`config.mk`:
```
export PLATFORM = sky130hd
export DESIGN_NAME = tlb_op_ctrl
export DESIGN_NICKNAME = d
export VERILOG_FILES = /design/src/rtl/tlb_pkg.sv /design/src/rtl/tlb_op_ctrl.sv
export SDC_FILE = /design/constraint.sdc
export NUM_CORES = 1
export LEC_CHECK = 0
export ABC_CLOCK_PERIOD_IN_PS = 2150
export BUFFER_PORTS_ARGS = -buffer_cell sky130_fd_sc_hd__buf_2
export CAP_MARGIN = 10
export CORE_AREA = 2 2 198 200
export CTS_BUF_LIST = sky130_fd_sc_hd__clkbuf_16
export DETAILED_ROUTE_END_ITERATION = 6
export DIE_AREA = 0 0 200 202
export GPL_TIMING_DRIVEN = 0
export SYNTH_ARGS = -nofsm -noshare
export SYNTH_HDL_FRONTEND = slang
export SYNTH_SLANG_ARGS = --single-unit
```
`constraint.sdc`:
```
create_clock -name clk -period 2.15 [get_ports clk]
set_input_delay 0.1075 -clock clk [delete_from_list [all_inputs] [get_ports clk]]
set_output_delay 0.1075 -clock clk [all_outputs]
set_load 0.05 [all_outputs]
```
`src/rtl/tlb_pkg.sv`:
```
// rtl/tlb_pkg.sv - shared TLB constants, op codes and packed-entry field layout
package tlb_pkg;

  localparam int TLBNUM  = 16;
  localparam int IW      = $clog2(TLBNUM);
  localparam int ENTRY_W = 89;

  localparam logic [2:0] OP_SRCH = 3'd0;
  localparam logic [2:0] OP_RD   = 3'd1;
  localparam logic [2:0] OP_WR   = 3'd2;
  localparam logic [2:0] OP_FILL = 3'd3;
  localparam logic [2:0] OP_INV  = 3'd4;

  localparam logic [4:0] INV_OP_MAX = 5'd6;

  // Entry layout, msb first: {e, vppn, ps, asid, g, lo0, lo1}
  localparam int LO_W     = 26;
  localparam int LO1_LSB  = 0;
  localparam int LO0_LSB  = 26;
  localparam int G_BIT    = 52;
  localparam int ASID_LSB = 53;
  localparam int ASID_W   = 10;
  localparam int PS_LSB   = 63;
  localparam int PS_W     = 6;
  localparam int VPPN_LSB = 69;
  localparam int VPPN_W   = 19;
  localparam int E_BIT    = 88;

  localparam logic [PS_W-1:0] PS_4K = 6'd12;
  localparam logic [PS_W-1:0] PS_4M = 6'd22;

  typedef enum logic [1:0] {
    ST_IDLE,
    ST_LOOKUP,
    ST_WRITE,
    ST_RESP
  } state_e;

  function automatic logic [ENTRY_W-1:0] entry_with_e(input logic [ENTRY_W-1:0] ent,
                                                      input logic e);
    logic [ENTRY_W-1:0] r;
    r        = ent;
    r[E_BIT] = e;
    return r;
  endfunction

endpackage

```
`src/rtl/tlb_op_ctrl.sv`:
```
// rtl/tlb_op_ctrl.sv - TLB maintenance-op sequencer, port-1 arbiter and FILL victim counter
module tlb_op_ctrl
  import tlb_pkg::*;
(
  input  logic               clk,
  input  logic               resetn,
  input  logic               op_valid,
  output logic               op_ready,
  input  logic [2:0]         op_code,
  input  logic [IW-1:0]      op_index,
  input  logic [ENTRY_W-1:0] op_entry,
  input  logic               op_ne,
  input  logic               op_refill,
  input  logic [4:0]         inv_op,
  input  logic [9:0]         inv_asid,
  input  logic [31:0]        inv_va,
  output logic               rsp_valid,
  input  logic               rsp_ready,
  output logic               rsp_hit,
  output logic [IW-1:0]      rsp_index,
  output logic [ENTRY_W-1:0] rsp_entry,
  output logic               rsp_err,
  input  logic [18:0]        mem_s1_vppn,
  input  logic               mem_s1_va_bit12,
  input  logic [9:0]         mem_s1_asid,
  output logic               mem_s1_gnt,
  output logic [18:0]        tlb_s1_vppn,
  output logic               tlb_s1_va_bit12,
  output logic [9:0]         tlb_s1_asid,
  input  logic               tlb_s1_found,
  input  logic [IW-1:0]      tlb_s1_index,
  output logic               tlb_invtlb_valid,
  output logic [4:0]         tlb_invtlb_op,
  output logic               tlb_we,
  output logic [IW-1:0]      tlb_w_index,
  output logic [ENTRY_W-1:0] tlb_w_entry,
  output logic [IW-1:0]      tlb_r_index,
  input  logic [ENTRY_W-1:0] tlb_r_entry
);

  state_e               state_q, state_d;
  logic [2:0]           op_code_q, op_code_d;
  logic [IW-1:0]        op_index_q, op_index_d;
  logic [ENTRY_W-1:0]   op_entry_q, op_entry_d;
  logic                 op_ne_q, op_ne_d;
  logic                 op_refill_q, op_refill_d;
  logic [4:0]           inv_op_q, inv_op_d;
  logic [9:0]           inv_asid_q, inv_asid_d;
  logic [31:0]          inv_va_q, inv_va_d;
  logic [IW-1:0]        fill_cnt_q, fill_cnt_d;
  logic                 rsp_hit_q, rsp_hit_d;
  logic [IW-1:0]        rsp_index_q, rsp_index_d;
  logic [ENTRY_W-1:0]   rsp_entry_q, rsp_entry_d;
  logic                 rsp_err_q, rsp_err_d;

  assign rsp_hit   = rsp_hit_q;
  assign rsp_index = rsp_index_q;
  assign rsp_entry = rsp_entry_q;
  assign rsp_err   = rsp_err_q;

  always_comb begin
    state_d     = state_q;
    op_code_d   = op_code_q;
    op_index_d  = op_index_q;
    op_entry_d  = op_entry_q;
    op_ne_d     = op_ne_q;
    op_refill_d = op_refill_q;
    inv_op_d    = inv_op_q;
    inv_asid_d  = inv_asid_q;
    inv_va_d    = inv_va_q;
    fill_cnt_d  = fill_cnt_q;
    rsp_hit_d   = rsp_hit_q;
    rsp_index_d = rsp_index_q;
    rsp_entry_d = rsp_entry_q;
    rsp_err_d   = rsp_err_q;

    op_ready         = 1'b0;
    rsp_valid        = 1'b0;
    mem_s1_gnt       = 1'b1;
    tlb_s1_vppn      = mem_s1_vppn;
    tlb_s1_va_bit12  = mem_s1_va_bit12;
    tlb_s1_asid      = mem_s1_asid;
    tlb_we           = 1'b0;
    tlb_invtlb_valid = 1'b0;
    tlb_invtlb_op    = inv_op_q;
    tlb_w_index      = (op_code_q == OP_FILL) ? fill_cnt_q : op_index_q;
    tlb_w_entry      = entry_with_e(op_entry_q, op_refill_q | ~op_ne_q);
    tlb_r_index      = op_index_q;

    case (state_q)
      ST_IDLE: begin
        op_ready = 1'b1;
        if (op_valid) begin
          op_code_d   = op_code;
          op_index_d  = op_index;
          op_entry_d  = op_entry;
          op_ne_d     = op_ne;
          op_refill_d = op_refill;
          inv_op_d    = inv_op;
          inv_asid_d  = inv_asid;
          inv_va_d    = inv_va;
          rsp_hit_d   = 1'b0;
          rsp_index_d = '0;
          rsp_entry_d = '0;
          rsp_err_d   = 1'b0;
          case (op_code)
            OP_SRCH, OP_RD: state_d = ST_LOOKUP;
            OP_WR, OP_FILL: state_d = ST_WRITE;
            OP_INV: begin
              if (inv_op <= INV_OP_MAX) begin
                state_d = ST_WRITE;
              end else begin
                state_d   = ST_RESP;
                rsp_err_d = 1'b1;
              end
            end
            default: begin
              state_d   = ST_RESP;
              rsp_err_d = 1'b1;
            end
          endcase
        end
      end
      ST_LOOKUP: begin
        if (op_code_q == OP_SRCH) begin
          mem_s1_gnt      = 1'b0;
          tlb_s1_vppn     = op_entry_q[VPPN_LSB +: VPPN_W];
          tlb_s1_va_bit12 = 1'b0;
          tlb_s1_asid     = op_entry_q[ASID_LSB +: ASID_W];
          rsp_hit_d       = tlb_s1_found;
          rsp_index_d     = tlb_s1_index;
        end else begin
          rsp_entry_d = tlb_r_entry;
        end
        state_d = ST_RESP;
      end
      ST_WRITE: begin
        // Gated by resetn so an op abandoned by reset never reaches the TLB.
        if (op_code_q == OP_INV) begin
          mem_s1_gnt       = 1'b0;
          tlb_invtlb_valid = resetn;
          tlb_s1_vppn      = inv_va_q[31:13];
          tlb_s1_va_bit12  = inv_va_q[12];
          tlb_s1_asid      = inv_asid_q;
        end else begin
          tlb_we = resetn;
          if (op_code_q == OP_FILL) begin
            fill_cnt_d = fill_cnt_q + 1'b1;
          end
        end
        state_d = ST_RESP;
      end
      ST_RESP: begin
        rsp_valid = 1'b1;
        if (rsp_ready) begin
          state_d = ST_IDLE;
        end
      end
      default: state_d = ST_IDLE;
    endcase
  end

  always_ff @(posedge clk) begin
    if (!resetn) begin
      state_q     <= ST_IDLE;
      op_code_q   <= '0;
      op_index_q  <= '0;
      op_entry_q  <= '0;
      op_ne_q     <= 1'b0;
      op_refill_q <= 1'b0;
      inv_op_q    <= '0;
      inv_asid_q  <= '0;
      inv_va_q    <= '0;
      fill_cnt_q  <= '0;
      rsp_hit_q   <= 1'b0;
      rsp_index_q <= '0;
      rsp_entry_q <= '0;
      rsp_err_q   <= 1'b0;
    end else begin
      state_q     <= state_d;
      op_code_q   <= op_code_d;
      op_index_q  <= op_index_d;
      op_entry_q  <= op_entry_d;
      op_ne_q     <= op_ne_d;
      op_refill_q <= op_refill_d;
      inv_op_q    <= inv_op_d;
      inv_asid_q  <= inv_asid_d;
      inv_va_q    <= inv_va_d;
      fill_cnt_q  <= fill_cnt_d;
      rsp_hit_q   <= rsp_hit_d;
      rsp_index_q <= rsp_index_d;
      rsp_entry_q <= rsp_entry_d;
      rsp_err_q   <= rsp_err_d;
    end
  end

endmodule

```
* After elaboration in Yosys (flattened, before gate mapping) *
Cells that the tools add are included.

storage, ports and cells
  bits in registers = 245
  latch bits = 0
  memory bits (writable) = 0
  ROM bits = 0
  input bits = 273
  output and inout port bits = 232
  memories = 0

operators by class
  $add $sub $neg = 1
  multipliers = 0
  divide/modulo/power cells = 0
  order comparisons = 1
  eq/ne operators = 13
  shifts and indexed selects = 0
  muxes and demuxes = 35
  bitwise operators = 3
  reductions and logical operators = 13

operators by type and width
  kind                   count
  $mux W89               2
  $pmux W89 S2           1
  $mux W19               2
  $pmux W19 S2           1
  $mux W10               2
  $pmux W10 S2           1
  $mux W1                14
  $mux W4                3
  $pmux W2 S3            2
  $eq A3 B2 Y1 const B   3
  $reduce_and A3 Y1      3
  $ne A2 B2 Y1 const B   4
  $pmux W1 S2            4
  $pmux W4 S2            1
  $eq A3 B3 Y1 const B   2
  $logic_not A3 Y1       2
  $reduce_or A2 Y1       3
  $le A5 B3 Y1 const B   1
  $add A4 B1 Y4 const B  1
  $eq A2 B2 Y1 const B   2
  $mux W2                2
  $reduce_and A2 Y1      2
  $reduce_or A4 Y1       1
  $eq A3 B1 Y1 const B   1
  5 further kinds        6

* Longest topological paths before layout *
  depth after elaboration = 5
  gate-level depth with buffers = 10
  gate-level depth less buffers = 6

* Least setup slack after synthesis *
Ideal clock, no wire load.

  path type = reg-to-output
  from = reg state_q[1]
  to = out tlb_s1_asid[2]
  data arrival time = 2124 ps
  data required time = 2043 ps
  slack = -81 ps
  cell stages (with the launch flop) = 9
  path through = dfxtp_1 -> inv_1 -> ha_1 -> buf_2 -> mux2i_1 -> o2bb2ai_1 -> nand2_1 -> clkbuf_1 -> a21o_1

between the ends
  longest elaborated chain between the ends = 2
  elaborated cells on any way between the ends = 3
  those cells by class = 2 x eq/ne; 1 x mux

RTL lines
  item                                                 RTL line            source
  from (decl)                                          tlb_op_ctrl.sv:41   state_e state_q, state_d;
  from (signal assigned)                               tlb_op_ctrl.sv:180  state_q <= state_d;
  $eq A2 B2 Y1 / $eq A2 B1 Y1 (equally long branches)  tlb_op_ctrl.sv:90   case (state_q)
  $pmux W10 S2 *                                       tlb_op_ctrl.sv:90
  to (decl)                                            tlb_op_ctrl.sv:29   output logic [9:0] tlb_s1_asid,

Mark *: on every way between the ends. The rest lies on a longest branch, timed or not.

* Worst setup path in the final report *
  from = reg state_q[0]
  to = out tlb_s1_asid[6]

The elaborated chain is that of the path after synthesis.

==> metrics.txt <==
outcome=complete, but fails checks; failing checks=setup timing; WP data required=2040 ps; Synth Register Bits=233; total number of clock tree sinks=233; Vias/cell=4.675; clock network power share=21.2%; vias in the first global route=11.61k; measured slew at the worst slew-check pin=789.8 ps; Fin Clk Skew=14.49 ps; final-report max-slew violation count=0; largest net degree at the start of global routing=14; critical path capture point type=output port; post-place setup slack=-303.2 ps; worst skew pair latency=540 ps; commonest non-fill, non-tap cell in the layout=buf_2; worst path cell trace=inv_4, ha_4, and4_4, buf_8, a22o_1, a21o_1, buf_6; first-pass GRT wire length=64470 um; io pins=505; Synth Flop Type=dfxtp_1; Core ar.=38290 um2; Distinct cells, synth=38; DIE WIDTH=200 um; share of synthesized flip-flops with an asynchronous set or reset=0%; Routed Wire Length=44080 um; Worst Setup Start Kind=register; combinational power share=52.9%; die area=40400 um2; IO buf count=490; drc violations=0; Seq pwr share=25.9%; Layout Cells excl Fill=2432; classification of the worst setup path=register to output port; synth warn=0; GR Util All Layers=20.66%; Int Pwr=11130 uW; initial antenna violation count=3; Initial Util=24.73%; Area Overhead vs Synth=71.49%; final worst slack=-218.0 ps; Slew Limit Headroom=47.35%; Worst Path Max Fanout=10; switching power share of the total=47.31%; most frequent cells in the layout=482 x buf_2, 268 x nand2_1, 231 x dfxtp_1, 226 x dlygate4sd3_1, 188 x nand3_1; Max clock buf depth=3; sequential share of the synthesized area=49.27%; CTS Buf Count=26; Worst EP arrival=2260 ps; sw power=9999 uW; final setup violation count=30; drt first-iter violations=474; HPWL Detailed=30840 um; pwr dens=1302 nW/um2; Hold Path Class=input port to register; Tmin final=2368 ps; CTS tree=built; First-pass DRT Iterations=5; Placer Congestion=0.8699; grt ovf=0; Hold Slack=90.22 ps; syn_nets=1414; synthesized instance count=1135; die height=202 um; ANT nets after route=0; slowest CP cell=dfxtp_4; clock input transition at the sequential cells of the worst setup and hold paths=60 ps; unrepaired setup endpoints after global routing=yes; Vias=11.37k; Netlist Area Pre-Place=9467 um2; Core Rows=72; wire per inst=18.12 um; crit share post-route=110.1%; Hold Vio Cnt, Final=0; fmax=422.3 MHz; CTS H-tree lvls=1; leak pwr=0.007292 uW; Max-Cap Viols=0; Synth Area per Inst=8.341 um2; nets@finish=2171; total placed cells including tap cells=2143; EDFF count, synth=0; share of cells above drive strength 1=31.75%; CTS root buffer=clkbuf_16; Worst VDD drop=0.6014 mV; CP max stage delay=390 ps
[stage by stage]
step           power (uW)  utilization, %  TNS, ps  cell area [um2]
4_1_cts             20810           42.08    -6637            16110
5_1_grt             22160           42.40    -6682            16230
3_3_place_gp        14690           32.83   -10010            12570
6_report            21130           42.40    -4602            16230
3_5_place_dp        14780           32.83   -14900            12570
2_1_floorplan       11980               -        0             9468
[cell usage after synthesis (2+ instances only)]
| cell | count | share of area, % |
|---|---|---|
| o21ai_1 | 4 | 0.21 |
| a21oi_1 | 3 | 0.16 |
| inv_1 | 4 | 0.16 |
| a21boi_0 | 132 | 10 |
| ha_1 | 6 | 0.79 |
| nor2b_1 | 3 | 0.20 |
| and2_1 | 5 | 0.33 |
| clkbuf_1 | 65 | 2.6 |
| mux2i_1 | 4 | 0.42 |
| nor2_1 | 4 | 0.16 |
| a22o_1 | 30 | 2.8 |
| nand2_1 | 270 | 11 |
| buf_6 | 6 | 0.71 |
| buf_2 | 27 | 1.4 |
| xnor2_1 | 2 | 0.19 |
| nand4_1 | 2 | 0.13 |
| mux2_2 | 4 | 0.48 |
| nand3_1 | 188 | 9.9 |
| buf_1 | 6 | 0.24 |
| dfxtp_1 | 233 | 49 |
| a21o_1 | 29 | 2.3 |
| o21ai_0 | 92 | 4.9 |
[per-layer routing]
layer / global-route usage [%] / vias to the layer above / share of wire, %
li1: - / 5412 / -
met1: 21.49 / 5295 / 37
met2: 37.74 / 539 / 50
met3: 5.206 / 121 / 8.2
met4: 11.01 / 2 / 4.9
met5: 0 / - / 0.023
[registers in the layout (all words and copies together) (netlist names)]
signal	flops
op_ne_q	1
rsp_index	4
rsp_hit	1
op_entry_q	88
op_refill_q	1
inv_asid_q	10
tlb_invtlb_op	5
inv_va_q	20
fill_cnt_q	4
rsp_entry	89
tlb_r_index	4
rsp_err	1
op_code_q	3
state_q	2
[what timing repair did]
| action | CTS | global route |
|---|---|---|
| gates cloned | 3 | 1 |
| hold buffers | 226 | 0 |
| endpoints found under the hold margin | 228 | 0 |
| pin swaps | 17 | 14 |
| endpoints found under the setup margin | 171 | 103 |
| setup buffers | 4 | 6 |
| gates resized for setup | 118 | 19 |
[cell families after synthesis]
logic type | synth area share [%]
DFF | 49.27
buffers and inverters | 5.247
and+or+nand+nor | 22.22
AOI/OAI and AO/OA | 21.29
adders and majority gates | 0.7930
xor gates and xnor gates | 0.2776
muxes | 0.8987
[power groups by stage]
stage	Clock (uW)	Sequential, uW	Combinational (uW)
floorplan	0	7360	4610
global placement	0	5510	9190
detailed placement	0	5530	9260
CTS	4590	5460	10800
global route	4750	5550	11900
finish	4470	5480	11200
[worst max-delay path: cells and delay by family (launching register included)]
family / cells / cell delay, ps
compound gates: 2 / 340
flops: 1 / 390
fa+ha+maj: 1 / 300
simple gates: 1 / 280
buf+inv: 3 / 410
[area by class of cell]
type	instances	area, um2
Antenna cell	2	5.005
Timing Repair Buffer	730	5065
Buffer	105	579.3
Fill cell	3732	22050
Multi-Input combinational cell	792	4400
Clock buffer	27	675.6
Tap cell	518	648.1
Clock inverter	21	171.4
Inverter	4	20.02
Sequential cell	233	4669
[path summary, 6_finish.rpt]
kind                      start             end  slack, ps  depth (start not counted)
setup reg to reg     state_q[0]   rsp_entry[68]        140                         10
setup / recovery     state_q[0]  tlb_s1_asid[6]       -220                          7
hold / removal           resetn         rsp_hit         90                          3
hold reg to reg   rsp_entry[71]   rsp_entry[71]        450                          2
No activity file was read; power rests on OpenSTA's default activity.
